--- src/rtl/space_invaders_pkg.sv ---
// Shared constants, laser state encoding and position payload for the space invaders blocks.
package space_invaders_pkg;

  localparam int unsigned COORD_W = 11;
  localparam int unsigned PIX_W   = 10;
  localparam int unsigned RGB_W   = 8;
  localparam int unsigned CNT_W   = 4;

  localparam logic [COORD_W-1:0] SCREEN_W = 11'd640;
  localparam logic [COORD_W-1:0] SCREEN_H = 11'd480;
  localparam logic [1:0]         MODE_PLAY = 2'd2;

  localparam logic [RGB_W-1:0]   COLOR_LASER = 8'b11111111;
  localparam logic [RGB_W-1:0]   COLOR_BLACK = 8'b00000000;
  localparam logic [COORD_W-1:0] PARK_COORD  = 11'd2047;

  localparam logic [COORD_W-1:0] SPACESHIP_Y     = 11'd440;
  localparam logic [COORD_W-1:0] LASER_HEIGHT    = 11'd10;
  localparam logic [COORD_W-1:0] LASER_HALF_W    = 11'd1;
  localparam logic [COORD_W-1:0] LASER_SPEED     = 11'd4;
  localparam logic [CNT_W-1:0]   COOLDOWN_FRAMES = 4'd8;

  typedef enum logic [1:0] {
    IDLE     = 2'd0,
    FLYING   = 2'd1,
    HIT_HOLD = 2'd2,
    COOLDOWN = 2'd3
  } laser_state_e;

  typedef struct packed {
    logic [COORD_W-1:0] x;
    logic [COORD_W-1:0] y;
  } laser_pos_t;

  // Left edge of a centred sprite, clamped at column 0.
  function automatic logic [COORD_W-1:0] clamp_left(input logic [COORD_W-1:0] centre,
                                                     input logic [COORD_W-1:0] half_w);
    return (centre < half_w) ? '0 : COORD_W'(centre - half_w);
  endfunction

endpackage

--- src/rtl/frame_tick_gen.sv ---
// One-cycle frame strobe on the rising edge of the raster reaching pixel (0,0).
module frame_tick_gen
  import space_invaders_pkg::*;
(
  input  logic             clk,
  input  logic             rst,
  input  logic [PIX_W-1:0] xCoord,
  input  logic [PIX_W-1:0] yCoord,
  output logic             frame_tick
);

  logic at_origin;
  logic at_origin_q;

  assign at_origin  = (xCoord == '0) && (yCoord == '0);
  assign frame_tick = at_origin && !at_origin_q;

  always_ff @(posedge clk) begin
    if (!rst) at_origin_q <= 1'b0;
    else      at_origin_q <= at_origin;
  end

endmodule

--- src/rtl/spaceship_laser.sv ---
// Player laser: launches on a fire press, climbs once per frame, reports one score pulse per hit.
module spaceship_laser
  import space_invaders_pkg::*;
(
  input  logic               clk,
  input  logic               rst,
  input  logic               restart,
  input  logic [1:0]         mode,
  input  logic               fire,
  input  logic [COORD_W-1:0] spaceship_xCoord,
  input  logic [PIX_W-1:0]   xCoord,
  input  logic [PIX_W-1:0]   yCoord,
  input  logic               target_hit,
  output logic [COORD_W-1:0] laser_xCoord,
  output logic [COORD_W-1:0] laser_yCoord,
  output logic               laser_active,
  output logic               hit_pulse,
  output logic               is_laser,
  output logic [RGB_W-1:0]   rgb
);

  laser_state_e     state_q, state_d;
  laser_pos_t       pos_q, pos_d;
  logic [CNT_W-1:0] cnt_q, cnt_d;
  logic             hit_d;
  logic             active_d;

  logic fire_s1, fire_s2, fire_s2_q;
  logic fire_edge;
  logic frame_tick;

  frame_tick_gen u_frame_tick (
    .clk        (clk),
    .rst        (rst),
    .xCoord     (xCoord),
    .yCoord     (yCoord),
    .frame_tick (frame_tick)
  );

  // Fire button synchroniser and press detector.
  always_ff @(posedge clk) begin
    if (!rst) begin
      fire_s1   <= 1'b0;
      fire_s2   <= 1'b0;
      fire_s2_q <= 1'b0;
    end else begin
      fire_s1   <= fire;
      fire_s2   <= fire_s1;
      fire_s2_q <= fire_s2;
    end
  end

  assign fire_edge = fire_s2 && !fire_s2_q;

  always_ff @(posedge clk) begin
    if (!rst) begin
      state_q      <= IDLE;
      pos_q        <= '{x: PARK_COORD, y: PARK_COORD};
      cnt_q        <= '0;
      hit_pulse    <= 1'b0;
      laser_active <= 1'b0;
    end else begin
      state_q      <= state_d;
      pos_q        <= pos_d;
      cnt_q        <= cnt_d;
      hit_pulse    <= hit_d;
      laser_active <= active_d;
    end
  end

  always_comb begin
    state_d = state_q;
    pos_d   = pos_q;
    cnt_d   = cnt_q;
    hit_d   = 1'b0;

    if (restart || (mode != MODE_PLAY)) begin
      state_d = IDLE;
      pos_d   = '{x: PARK_COORD, y: PARK_COORD};
      cnt_d   = '0;
    end else begin
      unique case (state_q)
        IDLE: begin
          if (fire_edge) begin
            state_d = FLYING;
            pos_d.x = spaceship_xCoord;
            pos_d.y = COORD_W'(SPACESHIP_Y - LASER_HEIGHT);
          end
        end
        // A hit outranks motion when both land in the same cycle.
        FLYING: begin
          if (target_hit) begin
            state_d = HIT_HOLD;
            hit_d   = 1'b1;
          end else if (frame_tick) begin
            if (pos_q.y < LASER_SPEED) begin
              state_d = COOLDOWN;
              pos_d   = '{x: PARK_COORD, y: PARK_COORD};
              cnt_d   = '0;
            end else begin
              pos_d.y = COORD_W'(pos_q.y - LASER_SPEED);
            end
          end
        end
        HIT_HOLD: begin
          if (frame_tick) begin
            state_d = COOLDOWN;
            pos_d   = '{x: PARK_COORD, y: PARK_COORD};
            cnt_d   = '0;
          end
        end
        COOLDOWN: begin
          if (frame_tick) begin
            if (CNT_W'(cnt_q + 4'd1) == COOLDOWN_FRAMES) begin
              state_d = IDLE;
              cnt_d   = '0;
            end else begin
              cnt_d = CNT_W'(cnt_q + 4'd1);
            end
          end
        end
        default: begin
          state_d = IDLE;
          pos_d   = '{x: PARK_COORD, y: PARK_COORD};
          cnt_d   = '0;
        end
      endcase
    end

    active_d = (state_d == FLYING) || (state_d == HIT_HOLD);
  end

  assign laser_xCoord = pos_q.x;
  assign laser_yCoord = pos_q.y;

  // Pixel coverage test against the live laser rectangle.
  logic [COORD_W-1:0] px, py, x_lo, x_hi, y_hi;

  assign px   = {1'b0, xCoord};
  assign py   = {1'b0, yCoord};
  assign x_lo = clamp_left(pos_q.x, LASER_HALF_W);
  assign x_hi = COORD_W'(pos_q.x + LASER_HALF_W);
  assign y_hi = COORD_W'(pos_q.y + LASER_HEIGHT - 11'd1);

  assign is_laser = laser_active && (px >= x_lo) && (px <= x_hi)
                    && (py >= pos_q.y) && (py <= y_hi);
  assign rgb      = is_laser ? COLOR_LASER : COLOR_BLACK;

endmodule

--- config.mk ---
export PLATFORM = sky130hd
export DESIGN_NAME = spaceship_laser
export DESIGN_NICKNAME = d
export VERILOG_FILES = /design/src/rtl/space_invaders_pkg.sv /design/src/rtl/frame_tick_gen.sv /design/src/rtl/spaceship_laser.sv
export SDC_FILE = /design/constraint.sdc
export NUM_CORES = 1
export LEC_CHECK = 0
export BUFFER_PORTS_ARGS = -buffer_cell sky130_fd_sc_hd__clkbuf_2
export CORE_ASPECT_RATIO = 0.7
export CORE_MARGIN = 2
export CORE_UTILIZATION = 60
export DETAILED_ROUTE_END_ITERATION = 8
export HOLD_SLACK_MARGIN = 0.05
export PLACE_DENSITY_LB_ADDON = 0.2
export SLEW_MARGIN = 20
export SYNTH_ARGS = -nofsm -noshare
export SYNTH_HDL_FRONTEND = slang
export SYNTH_SLANG_ARGS = --single-unit
--- constraint.sdc ---
create_clock -name clk -period 5.9 [get_ports clk]
set_input_delay 1.18 -clock clk [delete_from_list [all_inputs] [get_ports clk]]
set_output_delay 1.18 -clock clk [all_outputs]
set_load 0.01 [all_outputs]
==> results.sh <==
export IMPL_status="finished clean"
export IMPL_drv_cap=0
export IMPL_synth_area_per_cell_sq_um=7.67
export IMPL_cp_slowest_cell="nor4_2"
export IMPL_rsz0062_at_grt="false"
export IMPL_hold_violations=0
export IMPL_period_share_pct=86.0
export IMPL_dp_hpwl_mm=6.86
export IMPL_critPathMaxStageDelay_ns=0.62
export IMPL_start_util_pct=61.6
export IMPL_synth_adder_area_share_pct=19.9
export IMPL_io_pins=71
export IMPL_required_ns=4.72
export IMPL_gr_usage_all_layers_pct=29.1
export IMPL_cp_end_kind="output pin"
export IMPL_core_region_area_sq_mm=0.00520
export IMPL_synth_async_reset_ratio_pct=0
export IMPL_antenna_found_initial=0
export IMPL_synth_top_area_share_pct=21.2
export IMPL_die_area_sq_mm=0.00595
export IMPL_grt_util_met2_pct=44.9
export IMPL_synth_flop_cell="dfxtp_1"
export IMPL_n_antenna_cell=0
export IMPL_synth_edf_count=0
export IMPL_crit_arrival_ns=3.89
export IMPL_synthSimpleGateAreaFrac_pct=23.0
export IMPL_die_y_microns=65.1
export IMPL_drt_pass1_iter_count=5
export IMPL_period_needed_ns=5.07
export IMPL_setup_viol=0
export IMPL_grt_pass1_wl_mm=14.1
export IMPL_register_area_sq_um=681
export IMPL_start_kind="flop"
export IMPL_yosysWarningCount=0
export IMPL_met1_usage_pct=43.6
export IMPL_clock_latency_ns=0.28
export IMPL_netlist_top_cells_count="51 x ha_1, 36 x nor2_1, 35 x o21ai_0"
export IMPL_fillers=440
export IMPL_synth_seq_cells=34
export IMPL_tightestPinTransition_ns=0.780
export IMPL_grt_max_degree=23
export IMPL_yosysMostFrequentCell="ha_1"
export IMPL_fin_area_sq_mm=0.00363
export IMPL_instances_no_fill=545
export IMPL_nNetsFinal=561
export IMPL_area_growth_pct=13.2
export IMPL_io_buffers=70
export IMPL_synth_net_count=507
export IMPL_dp_cells=537
export IMPL_synth_top_family_by_area="simple AND/OR/NAND/NOR gates"
export IMPL_timing_setup_tns_ns=0
export IMPL_numCtsBuffers=5
export IMPL_drt_total_wl_mm=8.54
export IMPL_ir_drop_mv=0.155
export IMPL_power_leakage_nw=1.79
export IMPL_cts_root_buf="clkbuf_8"
export IMPL_top_usage_layer="met2"
export IMPL_yosysSeqAreaShare_pct=21.2
export IMPL_antenna_left=0
export IMPL_worst_setup_path_type="flop to output pin"
export IMPL_timing_slew_headroom_pct=47.7
export IMPL_worstPathCellList="ha_1, nand3_1, nor2_1, and3_1, xnor2_1, ha_1, a21o_1, a21oi_1, o2111ai_1, a221oi_1, o2111ai_1, nor4_2, clkbuf_2"
export IMPL_num_vias=3319
export IMPL_num_rows=22
export IMPL_postCtsHoldBufs=0
export IMPL_synth_area_sq_mm=0.00320
export IMPL_hold_class="flop to flop"
export IMPL_synth_compound_area_share_pct=21.6
export IMPL_drtIter0Drc=384
export IMPL_fmax_mhz=197
export IMPL_cts_setup_buffers=0
export IMPL_grt_remaining_overflow=0
export IMPL_grt_pass1_vias=2972
export IMPL_met3_usage_pct=4.13
export IMPL_htreeDepth=2
export IMPL_avgViaCountPerCell=6.09
export IMPL_drv_slew=0
export IMPL_final_layout_size_suffix_gt1_share_pct=18.8
export IMPL_place_congestion=0.960
export IMPL_clk_path_buf_depth=2
export IMPL_crit_fanout=9
export IMPL_fp_dieW_microns=91.3
export IMPL_cts_tree="built"
export IMPL_dpl_cell_area_sq_mm=0.00353
export IMPL_clkSinkCount=34
export IMPL_multi_input_area_sq_mm=0.00230
export IMPL_muxShareOfSynthArea_pct=0.351
export IMPL_ys_top_cells_by_area="dfxtp_1 21%, ha_1 20%, o21ai_0 5.5%"
export IMPL_finClkSkew_ns=0.00887
export IMPL_power_per_cell_area_mw_per_mm2=132
export IMPL_synth_xor_area_share_pct=6.83
export IMPL_drc=0
export IMPL_postCtsResizedCells=0
export IMPL_yosysTopAreaCell="dfxtp_1"
export IMPL_clk_pin_slew_ns=0.06
export IMPL_syn_instance_count=418
export IMPL_ys_types=49
export IMPL_post_drt_wl_per_cell_microns=15.7
[routing by layer]
metal / routed length (microns) / vias up
met1: 4190 / 1513
met4: 55 / 0
met2: 3590 / 169
met5: 0 / -
met3: 705 / 9
li1: - / 1628
[through the flow]
| stage | util [%] | total power [mW] | hold slack [ns] | setup slack [ns] |
|---|---|---|---|---|
| final | 69.7 | 0.480 | 0.438 | 0.827 |
| after global routing | 69.7 | 0.500 | 0.455 | 0.488 |
| after CTS | 69.6 | 0.482 | 0.443 | 0.495 |
| after detailed placement | 67.9 | 0.308 | 0.430 | 0.815 |
| after global placement | 67.9 | 0.306 | 0.416 | 0.955 |
| after floorplan | - | 0.278 | 0.410 | 1.05 |
[path summary, 6_finish.rpt]
check                                      from   endpoint  slack [ns]  depth (start not counted)
worst max register to register  laser_yCoord[3]   cnt_q[3]        3.38                          6
worst max-delay path            laser_xCoord[0]     rgb[6]        0.83                         13
worst min-delay path                    fire_s2  fire_s2_q        0.44                          2
worst min register to register          fire_s2  fire_s2_q        0.44                          2
[worst max-delay path, delay by kind of cell (launching register included)]
| kind | cells | cell delay [ns] |
|---|---|---|
| buf+inv | 1 | 0.25 |
| flops | 1 | 0.44 |
| compound gates | 5 | 1.07 |
| xor+xnor | 1 | 0.14 |
| simple gates | 4 | 1.20 |
| fa+ha+maj | 2 | 0.50 |
[state kept, by name (all words and copies together) (netlist names)]
signal	cells
fire_s1	1
hit_pulse	1
cnt_q	4
laser_xCoord	11
laser_yCoord	11
u_frame_tick.at_origin_q	1
laser_active	1
state_q	2
fire_s2_q	1
fire_s2	1
[power by group]
part / switching (mW) / internal (mW)
clock: 0.0808 / 0.0941
combinational: 0.0404 / 0.0322
sequential: 0.00165 / 0.231
total: 0.123 / 0.357
[placed cells by master (no fill, tap or decap), types with 2 or more instances in the layout]
cell type  instances
clkbuf_2          70
ha_1              51
nor2_1            36
o21ai_0           34
dfxtp_1           34
inv_1             27
nand2_1           27
nor3_1            25
a21oi_1           21
nand3_1           17
xnor2_1           17
nor4_1             8
xor2_1             8
a31oi_1            8
a21o_1             8
nand4_1            7
o21a_1             7
clkbuf_8           6
nor2b_1            5
a211oi_1           5
o2111ai_1          5
o211ai_1           5
and3_1             3
nand2b_1           3
and2_1             3
a221oi_1           2
or4_1              2
a41oi_1            2
or3_2              2
o31ai_1            2
[layout make-up]
type | instances | area share [%]
well taps | 72 | 2.48
clock inverters | 1 | 0.138
clock buffers | 7 | 2.38
inverters | 28 | 2.90
flip-flops and latches | 34 | 18.8
repair buffers | 71 | 9.86
multi-input cells | 332 | 63.5
[cells by family (layout without fill, tap and decap cells)]
| kind of cell | after synthesis | in the layout |
|---|---|---|
| simple gates | 146 | 146 |
| compound gates | 109 | 109 |
| buf+inv | 52 | 107 |
| fa+ha+maj | 51 | 51 |
| flops | 34 | 34 |
| xor+xnor | 25 | 25 |
| mux | 1 | 1 |
Note: power is estimated with default switching activity, not from simulation.
